`src/rtl/write_through_buffer.sv`:
```
// Write-through buffer between the cache write path and the AXI write channel.
// Small FIFO of word writes that can merge a new write into its newest entry.
module write_through_buffer #(
  parameter int FE_ADDR_W = 32,
  parameter int FE_DATA_W = 32,
  parameter int FE_NBYTES = FE_DATA_W / 8,
  parameter int FE_BYTE_W = $clog2(FE_NBYTES),
  parameter int DEPTH_W   = 2,
  parameter int MERGE_EN  = 1
) (
  input  logic                           clk,
  input  logic                           reset,
  input  logic                           wr_valid,
  input  logic [FE_ADDR_W-FE_BYTE_W-1:0] wr_addr,
  input  logic [FE_DATA_W-1:0]           wr_wdata,
  input  logic [FE_NBYTES-1:0]           wr_wstrb,
  output logic                           wr_ready,
  output logic                           mem_valid,
  output logic [FE_ADDR_W-FE_BYTE_W-1:0] mem_addr,
  output logic [FE_DATA_W-1:0]           mem_wdata,
  output logic [FE_NBYTES-1:0]           mem_wstrb,
  input  logic                           mem_ready,
  output logic                           buf_empty,
  output logic                           buf_full,
  output logic [DEPTH_W:0]               buf_level
);

  localparam int AW    = FE_ADDR_W - FE_BYTE_W;
  localparam int DEPTH = 2 ** DEPTH_W;

  localparam logic [DEPTH_W:0]   LVL_ONE  = (DEPTH_W + 1)'(1);
  localparam logic [DEPTH_W:0]   LVL_TWO  = (DEPTH_W + 1)'(2);
  localparam logic [DEPTH_W:0]   LVL_FULL = {1'b1, {DEPTH_W{1'b0}}};
  localparam logic [DEPTH_W-1:0] PTR_ONE  = DEPTH_W'(1);

  logic [AW-1:0]        addr_q [DEPTH];
  logic [FE_DATA_W-1:0] data_q [DEPTH];
  logic [FE_NBYTES-1:0] strb_q [DEPTH];

  logic [DEPTH_W-1:0] rd_ptr;
  logic [DEPTH_W-1:0] wr_ptr;
  logic [DEPTH_W-1:0] newest_ptr;
  logic [DEPTH_W:0]   level;

  logic full;
  logic merge_hit;
  logic push;
  logic pop;

  // Overwrite only the strobed bytes of an existing entry.
  function automatic logic [FE_DATA_W-1:0] merge_bytes(
    input logic [FE_DATA_W-1:0] old_data,
    input logic [FE_DATA_W-1:0] new_data,
    input logic [FE_NBYTES-1:0] strb
  );
    logic [FE_DATA_W-1:0] res;
    res = old_data;
    for (int b = 0; b < FE_NBYTES; b++) begin
      if (strb[b]) res[b*8 +: 8] = new_data[b*8 +: 8];
    end
    return res;
  endfunction

  assign newest_ptr = wr_ptr - PTR_ONE;
  assign full       = (level == LVL_FULL);

  // Merging needs at least two entries so the head stays untouched.
  assign merge_hit = (MERGE_EN != 0) && wr_valid && (level >= LVL_TWO) &&
                     (wr_addr == addr_q[newest_ptr]);
  assign push      = wr_valid && !merge_hit && !full;
  assign pop       = mem_valid && mem_ready;

  assign wr_ready  = merge_hit || !full;

  assign mem_valid = (level != '0);
  assign mem_addr  = addr_q[rd_ptr];
  assign mem_wdata = data_q[rd_ptr];
  assign mem_wstrb = strb_q[rd_ptr];

  assign buf_empty = (level == '0);
  assign buf_full  = full;
  assign buf_level = level;

  always_ff @(posedge clk) begin
    if (reset) begin
      rd_ptr <= '0;
      wr_ptr <= '0;
      level  <= '0;
      for (int i = 0; i < DEPTH; i++) begin
        addr_q[i] <= '0;
        data_q[i] <= '0;
        strb_q[i] <= '0;
      end
    end else begin
      if (push) begin
        addr_q[wr_ptr] <= wr_addr;
        data_q[wr_ptr] <= wr_wdata;
        strb_q[wr_ptr] <= wr_wstrb;
        wr_ptr         <= wr_ptr + PTR_ONE;
      end
      if (merge_hit) begin
        data_q[newest_ptr] <= merge_bytes(data_q[newest_ptr], wr_wdata, wr_wstrb);
        strb_q[newest_ptr] <= strb_q[newest_ptr] | wr_wstrb;
      end
      if (pop) rd_ptr <= rd_ptr + PTR_ONE;
      if (push && !pop)      level <= level + LVL_ONE;
      else if (pop && !push) level <= level - LVL_ONE;
    end
  end

endmodule

```
`config.mk`:
```
export PLATFORM = sky130hd
export DESIGN_NAME = write_through_buffer
export DESIGN_NICKNAME = d
export VERILOG_FILES = /design/src/rtl/write_through_buffer.sv
export SDC_FILE = /design/constraint.sdc
export NUM_CORES = 1
export LEC_CHECK = 0
export CELL_PAD_IN_SITES_DETAIL_PLACEMENT = 1
export CELL_PAD_IN_SITES_GLOBAL_PLACEMENT = 2
export CORE_MARGIN = 2
export CORE_UTILIZATION = 30
export CTS_CLUSTER_DIAMETER = 30
export CTS_CLUSTER_SIZE = 16
export DETAILED_ROUTE_END_ITERATION = 10
export DONT_BUFFER_PORTS = 1
export PLACE_DENSITY = 0.66
export SLEW_MARGIN = 20
export SYNTH_ARGS = -nofsm -noshare
export SYNTH_HDL_FRONTEND = slang
export SYNTH_SLANG_ARGS = --single-unit
```
`constraint.sdc`:
```
create_clock -name clk -period 6.5 [get_ports clk]
set_input_delay 1.95 -clock clk [delete_from_list [all_inputs] [get_ports clk]]
set_output_delay 1.95 -clock clk [all_outputs]
set_load 0.005 [all_outputs]
```
Word-level counts from Yosys, hierarchy flattened --
Memories as Yosys holds them, arrays and structs flattened. A register that Yosys moved wholly into a read port is not among the register bits. Index checks and enable logic that the tools add are counted.
Operators by class: $add $sub $neg 5, div/mod/pow operators 0, order comparisons 1, multipliers 0, reductions and logical operators 24, muxes and demuxes 43, bitwise operators 1, equality and inequality tests 6, shifts and indexed selects 0
Operator list (count):
- $mux W8 | 12
- $mux W32 | 2
- $reduce_or A32 Y1 | 2
- $eq A30 B30 Y1 | 1
- $mux W30 | 1
- $reduce_or A30 Y1 | 1
- $mux W2 | 11
- $mux W1 | 12
- $mux W4 | 3
- $ne A3 B3 Y1 const B | 4
- $reduce_and A2 Y1 | 4
- $reduce_or A4 Y1 | 2
- $logic_and A1 B1 Y1 | 7
- $mux W3 | 2
- $add A2 B1 Y2 const B | 2
- $logic_not A1 Y1 | 4
- $or A4 B4 Y4 | 1
- $add A3 B1 Y3 const B | 1
- $eq A3 B3 Y1 const B | 1
- $ge A3 B2 Y1 const B | 1
- $logic_not A3 Y1 | 1
- $reduce_bool A3 Y1 | 1
- $sub A3 B1 Y3 const B | 1
- $reduce_bool A2 Y1 | 1
- 2 further kinds | 2
Word-level totals: memory bits (writable) 264, memories 3, output and inout port bits 73, latch bits 0, ROM bits 0, bits in registers 7
Memories:
- data_q | depth 4, bits a word 32, read ports 1, clocked after memory_dff 1, wr ports 4, RTL line 37 | logic [FE_DATA_W-1:0] data_q [DEPTH];
- addr_q | depth 4, bits a word 30, read ports 2, clocked after memory_dff 1, wr ports 4, RTL line 36 | logic [AW-1:0] addr_q [DEPTH];
- strb_q | depth 4, bits a word 4, read ports 2, clocked after memory_dff 1, wr ports 4, RTL line 38 | logic [FE_NBYTES-1:0] strb_q [DEPTH];

Logic depth before layout (Yosys ltp) --
Gate-level depths: netlist (run 1). An unclocked memory read counts as a cell.
word-level depth 13, depth in mapped cells 16, gate-level depth less buffers 13

Least setup slack after synthesis (run 1) --
OpenSTA, ideal clock, no wires.
path kind input -> register, start point input wr_addr[21], end point memory data_q[3][0], enable pin, required time 6.181 ns, stages 7, arrival time 5.898 ns, path buffers 1, path slack 0.283 ns, setup time 0.319 ns, cell sequence o221a_2 > o2111ai_1 > nor4b_2 > and4_1 > buf_4 > o31ai_1 > a31o_2
RTL lines:
- from (decl) | RTL line 14 | input logic [FE_ADDR_W-FE_BYTE_W-1:0] wr_addr,
- to (decl) | RTL line 37

Worst setup path after layout (run 1) --
start point register wr_ptr[1], end point output wr_ready
Between the ends: cells in the longest elaborated chain, start to end 5
Ends and longest elaborated chain:
- from (decl) | RTL line 41 | logic [DEPTH_W-1:0] wr_ptr;
- from (signal assigned) | RTL line 99 | wr_ptr <= wr_ptr + PTR_ONE;
- $sub A2 B1 Y2 | RTL line 64 | assign newest_ptr = wr_ptr - PTR_ONE;
- $mem_v2 Z4 W30
- $eq A30 B30 Y1 | RTL line 69 | (wr_addr == addr_q[newest_ptr]);
- $logic_and A1 B1 Y1 | RTL line 68 | assign merge_hit = (MERGE_EN != 0) && wr_valid && (level >= LVL_TWO) &&
- $logic_or A1 B1 Y1 | RTL line 73 | assign wr_ready = merge_hit || !full;
- to (decl) | RTL line 17 | output logic wr_ready,
Every way passes these cells.

==> results of run 1 <==
Yosys cell counts, drive strengths merged (2+ instances only):
| cell | n |
|---|---|
| a2111oi | 4 |
| a211oi | 34 |
| a21oi | 42 |
| a221oi | 3 |
| a22oi | 4 |
| a2bb2oi | 2 |
| a31o | 4 |
| and2 | 26 |
| and3 | 81 |
| and4 | 3 |
| buf | 47 |
| clkbuf | 27 |
| dfxtp | 9 |
| edfxtp | 264 |
| inv | 44 |
| mux2i | 24 |
| mux4 | 94 |
| nand2 | 23 |
| nand2b | 6 |
| nand3 | 15 |
| nand4 | 8 |
| nor2 | 55 |
| nor3 | 56 |
| nor4 | 2 |
| o2111ai | 3 |
| o21ai | 8 |
| o21bai | 4 |
| or3 | 2 |
| or4 | 2 |
| xnor2 | 20 |
| xor2 | 10 |
path summary, 6_finish.rpt:
| kind | startpoint | end | cells after the start |
|---|---|---|---|
| worst max-delay path | wr_ptr[1] | wr_ready | 7 |
| worst min register to register | rd_ptr[0] | rd_ptr[0] | 2 |
| worst min-delay path | rd_ptr[0] | rd_ptr[0] | 2 |
| worst max register to register | wr_ptr[1] | buf_level[2] | 15 |
layer usage:
layer | vias up | part of all wire
li1 | 3828 | -
met1 | 4643 | 0.43
met2 | 236 | 0.49
met3 | 64 | 0.056
met4 | 0 | 0.021
met5 | - | 0
cell families after synthesis:
kind of cell,Yosys count
simple gates,283
mux,118
fa+ha+maj,2
compound gates,119
flops,273
xor+xnor,30
buf+inv,118
layout make-up:
cell class / instances / area share
Antenna cell: 1 / 0.000148
Clock buffer: 100 / 0.122
Inverter: 44 / 0.00977
Tap cell: 600 / 0.0444
Clock inverter: 37 / 0.0241
Sequential cell: 273 / 0.480
Timing Repair Buffer: 23 / 0.0124
Multi-Input combinational cell: 552 / 0.307
sequential cells by signal, summed over array words and instances, names as in the netlist, named ones only:
signal	count
data_q	128
rd_ptr	2
buf_level	3
wr_ptr	2
addr_q	120
strb_q	16
tightest hold or removal path, stage by stage (launching register included):
cell and delay (ps):
dfxtp_1 340, xor2_1 90, nor2_1 70
layout by cell type (no fill, tap or decap), types with 26 or more instances in the layout:
cell	Yosys	final
nor2_1	55	54
a21oi_1	41	41
clkbuf_16	0	79
and3_1	81	81
edfxtp_1	264	264
inv_1	44	44
mux4_2	94	94
and2_1	26	26
a211oi_1	34	34
nor3_1	48	45
per-stage QoR:
| stage | std cells | total power, uW | setup slack (ps) |
|---|---|---|---|
| 5_1_grt | 1629 | 7300 | 423 |
| 4_1_cts | 1629 | 7120 | 567 |
| 6_report | 1630 | 7020 | 654 |
| 3_3_place_gp | 1492 | 3500 | 882 |
| 3_5_place_dp | 1492 | 3520 | 786 |
| 2_1_floorplan | 943 | 3120 | 283 |
power groups by stage:
| stage | combinational [uW] | sequential, uW | clock [uW] |
|---|---|---|---|
| final | 1120 | 2330 | 3570 |
| after global routing | 1210 | 2370 | 3720 |
| after CTS | 1150 | 2350 | 3620 |
| after detailed placement | 1140 | 2370 | 0 |
| after global placement | 1140 | 2360 | 0 |
| after floorplan | 899 | 2220 | 0 |
==> impl_metrics.csv, run 1 <==
group,metric,value,unit
detailed_routing,totalWireLength,42400,um
setup_path,cp-start-kind,"flip-flop",
clock_network,clock-sinks,273,
final_layout,finish.utilization,0.372,
placement,place_area,14400,um2
die,fp.dieW,218,um
detailed_routing,firstDrtPassIters,5,
detailed_routing,ant_nets,0,
timing,maxSlewViolCount,0,
setup_path,required,4550,ps
placement,gp_congestion,0.781,
logic_synthesis,synth.area.top_cells,"edfxtp_1 58%, mux4_2 15%, and3_1 3.7%",
job,max_cap_viol_count,0,
timing,fin_skew,15.4,ps
logic_synthesis,synth_cell_types,59,
setup_path,reg2reg_slack,1260,ps
die,coreArea,45400,um2
power,clkPwrFrac,0.508,
global_route,use_met2,0.296,
logic_synthesis,synthMuxAreaShare,0.171,
die,fp-row-count,78,
final_layout,multi_input_area,5190,um2
final_layout,design_area,16900,um2
final_layout,num-fill-cells,4668,
die,initial_core_util,0.304,
power,p_int,5130,uW
timing,fin_tns_setup,0,ps
logic_synthesis,syn-cell-area,13800,um2
global_route,grt_overflow,0,
logic_synthesis,async_flop_share,0,
clock_network,htreeDepth,3,
global_route,grt_pass1_wl,63300,um
die,ios,143,
logic_synthesis,synthXorXnorAreaFrac,0.0191,
logic_synthesis,synth_fp_nets,1015,
global_route,gr-usage-met1,0.232,
setup_path,crit_arrival,3900,ps
final_layout,final-seq-area,8120,um2
hold_path,min_path_type,"reg2reg",
power,seqPwrFrac,0.332,
global_route,use_met3,0.0490,
logic_synthesis,ys_ff_latch,273,
timing,tightest_slew,914,ps
clock_network,tritoncts,"yes",
clock_network,clk_latency,590,ps
global_route,grt_max_degree,97,
logic_synthesis,synthDominantCellAreaShare,0.575,
timing,min_period,5850,ps
power,sw_frac_of_total,0.270,
final_layout,syn_to_final_growth,22.7,%
detailed_routing,vias,8771,
logic_synthesis,synth_compound_area_frac,0.0665,
logic_synthesis,syn_inst,943,
setup_path,path_buf_inv,1,
power,p_sw,1900,uW
setup_path,cpMaxStageDelayCell,"dfxtp_2",
setup_path,cp_common_cell,"nand2_1",
clock_network,cts_made_buffers,78,
detailed_routing,drc,0,
logic_synthesis,yosys_warnings,0,
die,fp.dieArea,47700,um2
final_layout,layout-drive-gt1-share,0.251,
setup_path,critical_path_class,"reg2out",
power,p_leak,0.00614,uW
clock_network,cts_setup_buffers,0,
clock_network,cts_root_buffer,"clkbuf_16",
logic_synthesis,synthAdderAreaFrac,0.00236,
final_layout,fin_nets,1044,
logic_synthesis,synth-simple-area-share,0.114,
logic_synthesis,syn_avg_cell_area,14.6,um2
logic_synthesis,ys_seq_area_frac,0.589,
global_route,antenna_found_initial,0,
timing,period_share,0.899,
setup_path,path_max_fanout,18,
power,peakVddDrop,283,uV
detailed_routing,viasPerCell,5.38,
run_status,outcome,"finished, final reports clean",
global_route,top_usage_layer,"met2",
timing,timing.hold.ws,532,ps
clock_network,cts_hold_buf,0,
timing,finalHoldViolCount,0,
clock_network,post_cts_resized,0,
setup_path,cp_cell_sequence,"buf_12 > mux4_2 > xnor2_1 > nand2_1 > nor4b_2 > nand4_1 > nand2_1",
clock_network,clk_path_buf_depth,3,
clock_network,clk_pin_slew,40,ps
power,comb_power_share,0.160,
timing,relSlewSlack,0.391,
detailed_routing,drt_iter0_drc,556,
global_route,grt_use_total,0.181,
logic_synthesis,ys.flop_type,"edfxtp_1",
timing,fmax,171,MHz
detailed_routing,wl_per_cell,26.0,um
logic_synthesis,synth-edff-count,264,
setup_path,worst_path_largest_cell_delay,810,ps
logic_synthesis,synth_top_family_by_area,"multiplexers",
logic_synthesis,yosysTopAreaCell,"edfxtp_1",
placement,place_hpwl,26700,um
die,die_h,218,um
setup_path,worstSetupEndpointType,"output pin",
power,power.density,416,nW/um2
global_route,grt_pass1_vias,9749,
setup_path,cpLargestDelayFamily,"simple AND/OR/NAND/NOR gates",
timing,setup_viol,0,
timing,rsz0062_at_grt,"no",
placement,io_buffers,0,
Note: power is estimated with default switching activity, not from simulation.
==> run 2: changes to the inputs <==
--- a/config.mk
+++ b/config.mk
@@ -7,6 +7,7 @@
 export LEC_CHECK = 0
 export CELL_PAD_IN_SITES_DETAIL_PLACEMENT = 1
 export CELL_PAD_IN_SITES_GLOBAL_PLACEMENT = 2
+export CORE_ASPECT_RATIO = 0.7
 export CORE_MARGIN = 2
 export CORE_UTILIZATION = 30
 export CTS_CLUSTER_DIAMETER = 30
==> impl_metrics.csv, run 2 (synthesized netlist as in run 1, its figures left out) <==
group,metric,value,unit
timing,tightest_slew,1080,ps
job,max_cap_viol_count,0,
placement,place_area,14400,um2
timing,min_period,5710,ps
detailed_routing,totalWireLength,42300,um
placement,io_buffers,0,
detailed_routing,viasPerCell,5.39,
setup_path,reg2reg_slack,1290,ps
clock_network,tritoncts,"yes",
hold_path,min_path_type,"reg2reg",
global_route,use_met3,0.0500,
die,fp.dieArea,47700,um2
setup_path,cp_cell_sequence,"buf_4 > mux4_2 > xnor2_1 > o2111ai_1 > nor4b_2 > nand4_1 > nand2_1",
global_route,grt_pass1_vias,9482,
power,p_leak,0.00610,uW
global_route,grt_overflow,0,
setup_path,cp-start-kind,"flip-flop",
global_route,gr-usage-met1,0.246,
placement,gp_congestion,0.801,
setup_path,required,4550,ps
power,peakVddDrop,178,uV
placement,place_hpwl,27300,um
final_layout,largest_reg_flops,128,
clock_network,clk_pin_slew,50,ps
clock_network,clock-sinks,273,
timing,fin_skew,33.3,ps
final_layout,final-seq-area,8120,um2
clock_network,post_cts_resized,0,
die,coreArea,45200,um2
final_layout,layout-drive-gt1-share,0.265,
die,fp-row-count,65,
global_route,grt_pass1_wl,63500,um
detailed_routing,drt_iter0_drc,579,
final_layout,num-fill-cells,4649,
setup_path,path_max_fanout,19,
power,power.total,6980,uW
detailed_routing,ant_nets,0,
global_route,top_usage_layer,"met2",
final_layout,syn_to_final_growth,22.0,%
timing,relSlewSlack,0.273,
die,die_h,183,um
clock_network,clk_latency,590,ps
setup_path,crit_arrival,3760,ps
clock_network,cts_setup_buffers,0,
die,fp.dieW,260,um
clock_network,cts_hold_buf,0,
die,ios,143,
timing,maxSlewViolCount,0,
setup_path,worstSetupEndpointType,"output pin",
setup_path,cpMaxStageDelayCell,"dfxtp_2",
detailed_routing,vias,8739,
timing,fin_tns_setup,0,ps
clock_network,clk_path_buf_depth,3,
run_status,outcome,"finished, final reports clean",
final_layout,finish.utilization,0.372,
detailed_routing,drc,0,
die,initial_core_util,0.305,
timing,rsz0062_at_grt,"no",
global_route,antenna_found_initial,1,
detailed_routing,wl_per_cell,26.1,um
final_layout,diodes,0,
final_layout,multi_input_area,5190,um2
final_layout,final_cell_mix,"264 x edfxtp_1, 94 x mux4_2, 81 x and3_1, 74 x clkbuf_16, 54 x nor2_1",
clock_network,cts_made_buffers,70,
timing,setup_viol,0,
setup_path,critical_path_class,"reg2out",
final_layout,fin_nets,1036,
final_layout,final_common_cell,"edfxtp_1",
timing,period_share,0.879,
final_layout,largestRegisters,"data_q: 128 flops, addr_q: 120 flops, strb_q: 16 flops",
timing,fmax,175,MHz
power,power.density,415,nW/um2
global_route,grt_use_total,0.180,
clock_network,cts_root_buffer,"clkbuf_16",
clock_network,htreeDepth,3,
global_route,use_met2,0.277,
detailed_routing,firstDrtPassIters,5,
setup_path,worst_path_largest_cell_delay,830,ps
global_route,grt_max_degree,95,
final_layout,regMostFlops,"data_q",
timing,finalHoldViolCount,0,
final_layout,design_area,16800,um2
## run 2: changes by cell type in the layout (fill, tap and decap cells not counted)
cell / delta
buf_12: -2
buf_4: +2
bufinv_16: +2
clkbuf_1: -17
clkbuf_16: -5
clkinv_1: -7
clkinv_2: +3
clkinv_4: +3
clkinv_8: -3
clkinvlp_4: +5
diode_2: -1
inv_16: -1
inv_6: +5
inv_8: +3
## run 2: area by class of cell
class,instances,share of cell area
Multi-Input combinational cell,552,0.309
Inverter,44,0.00983
Clock buffer,78,0.111
Sequential cell,273,0.483
Clock inverter,47,0.0314
Tap cell,603,0.0449
Timing Repair Buffer,23,0.0110
## run 2: layer usage
metal,vias to the layer above,routed length [um]
met5,-,0
met4,0,962
met3,67,2790
met2,263,19500
met1,4611,19100
li1,3798,-
## run 2: critical path: cells and delay by family (launching register included)
| family | cells | cell delay (ps) |
|---|---|---|
| XOR/XNOR | 1 | 370 |
| flip-flops | 1 | 830 |
| AO/OA/AOI/OAI | 1 | 210 |
| AND/OR/NAND/NOR | 3 | 910 |
| buffers and inverters | 1 | 320 |
| multiplexers | 1 | 550 |
## run 2: power by group
part           total [uW]  internal (uW)  switching, uW
registers            2330           2140            183
logic                1130            502            628
clock network        3520           2420           1100
## run 2: per-stage QoR
step	setup slack [ps]	hold slack, ps	instances
global placement	1060	508	1495
floorplan	283	485	943
global route	513	571	1620
finish	790	532	1620
CTS	689	543	1620
detailed placement	947	514	1495
## run 2: path summary, 6_finish.rpt
check | startpoint | endpoint | cells after the start
min | rd_ptr[1] | rd_ptr[1] | 2
max reg2reg | wr_ptr[1] | buf_level[2] | 15
min reg2reg | rd_ptr[1] | rd_ptr[1] | 2
max | wr_ptr[1] | wr_ready | 7
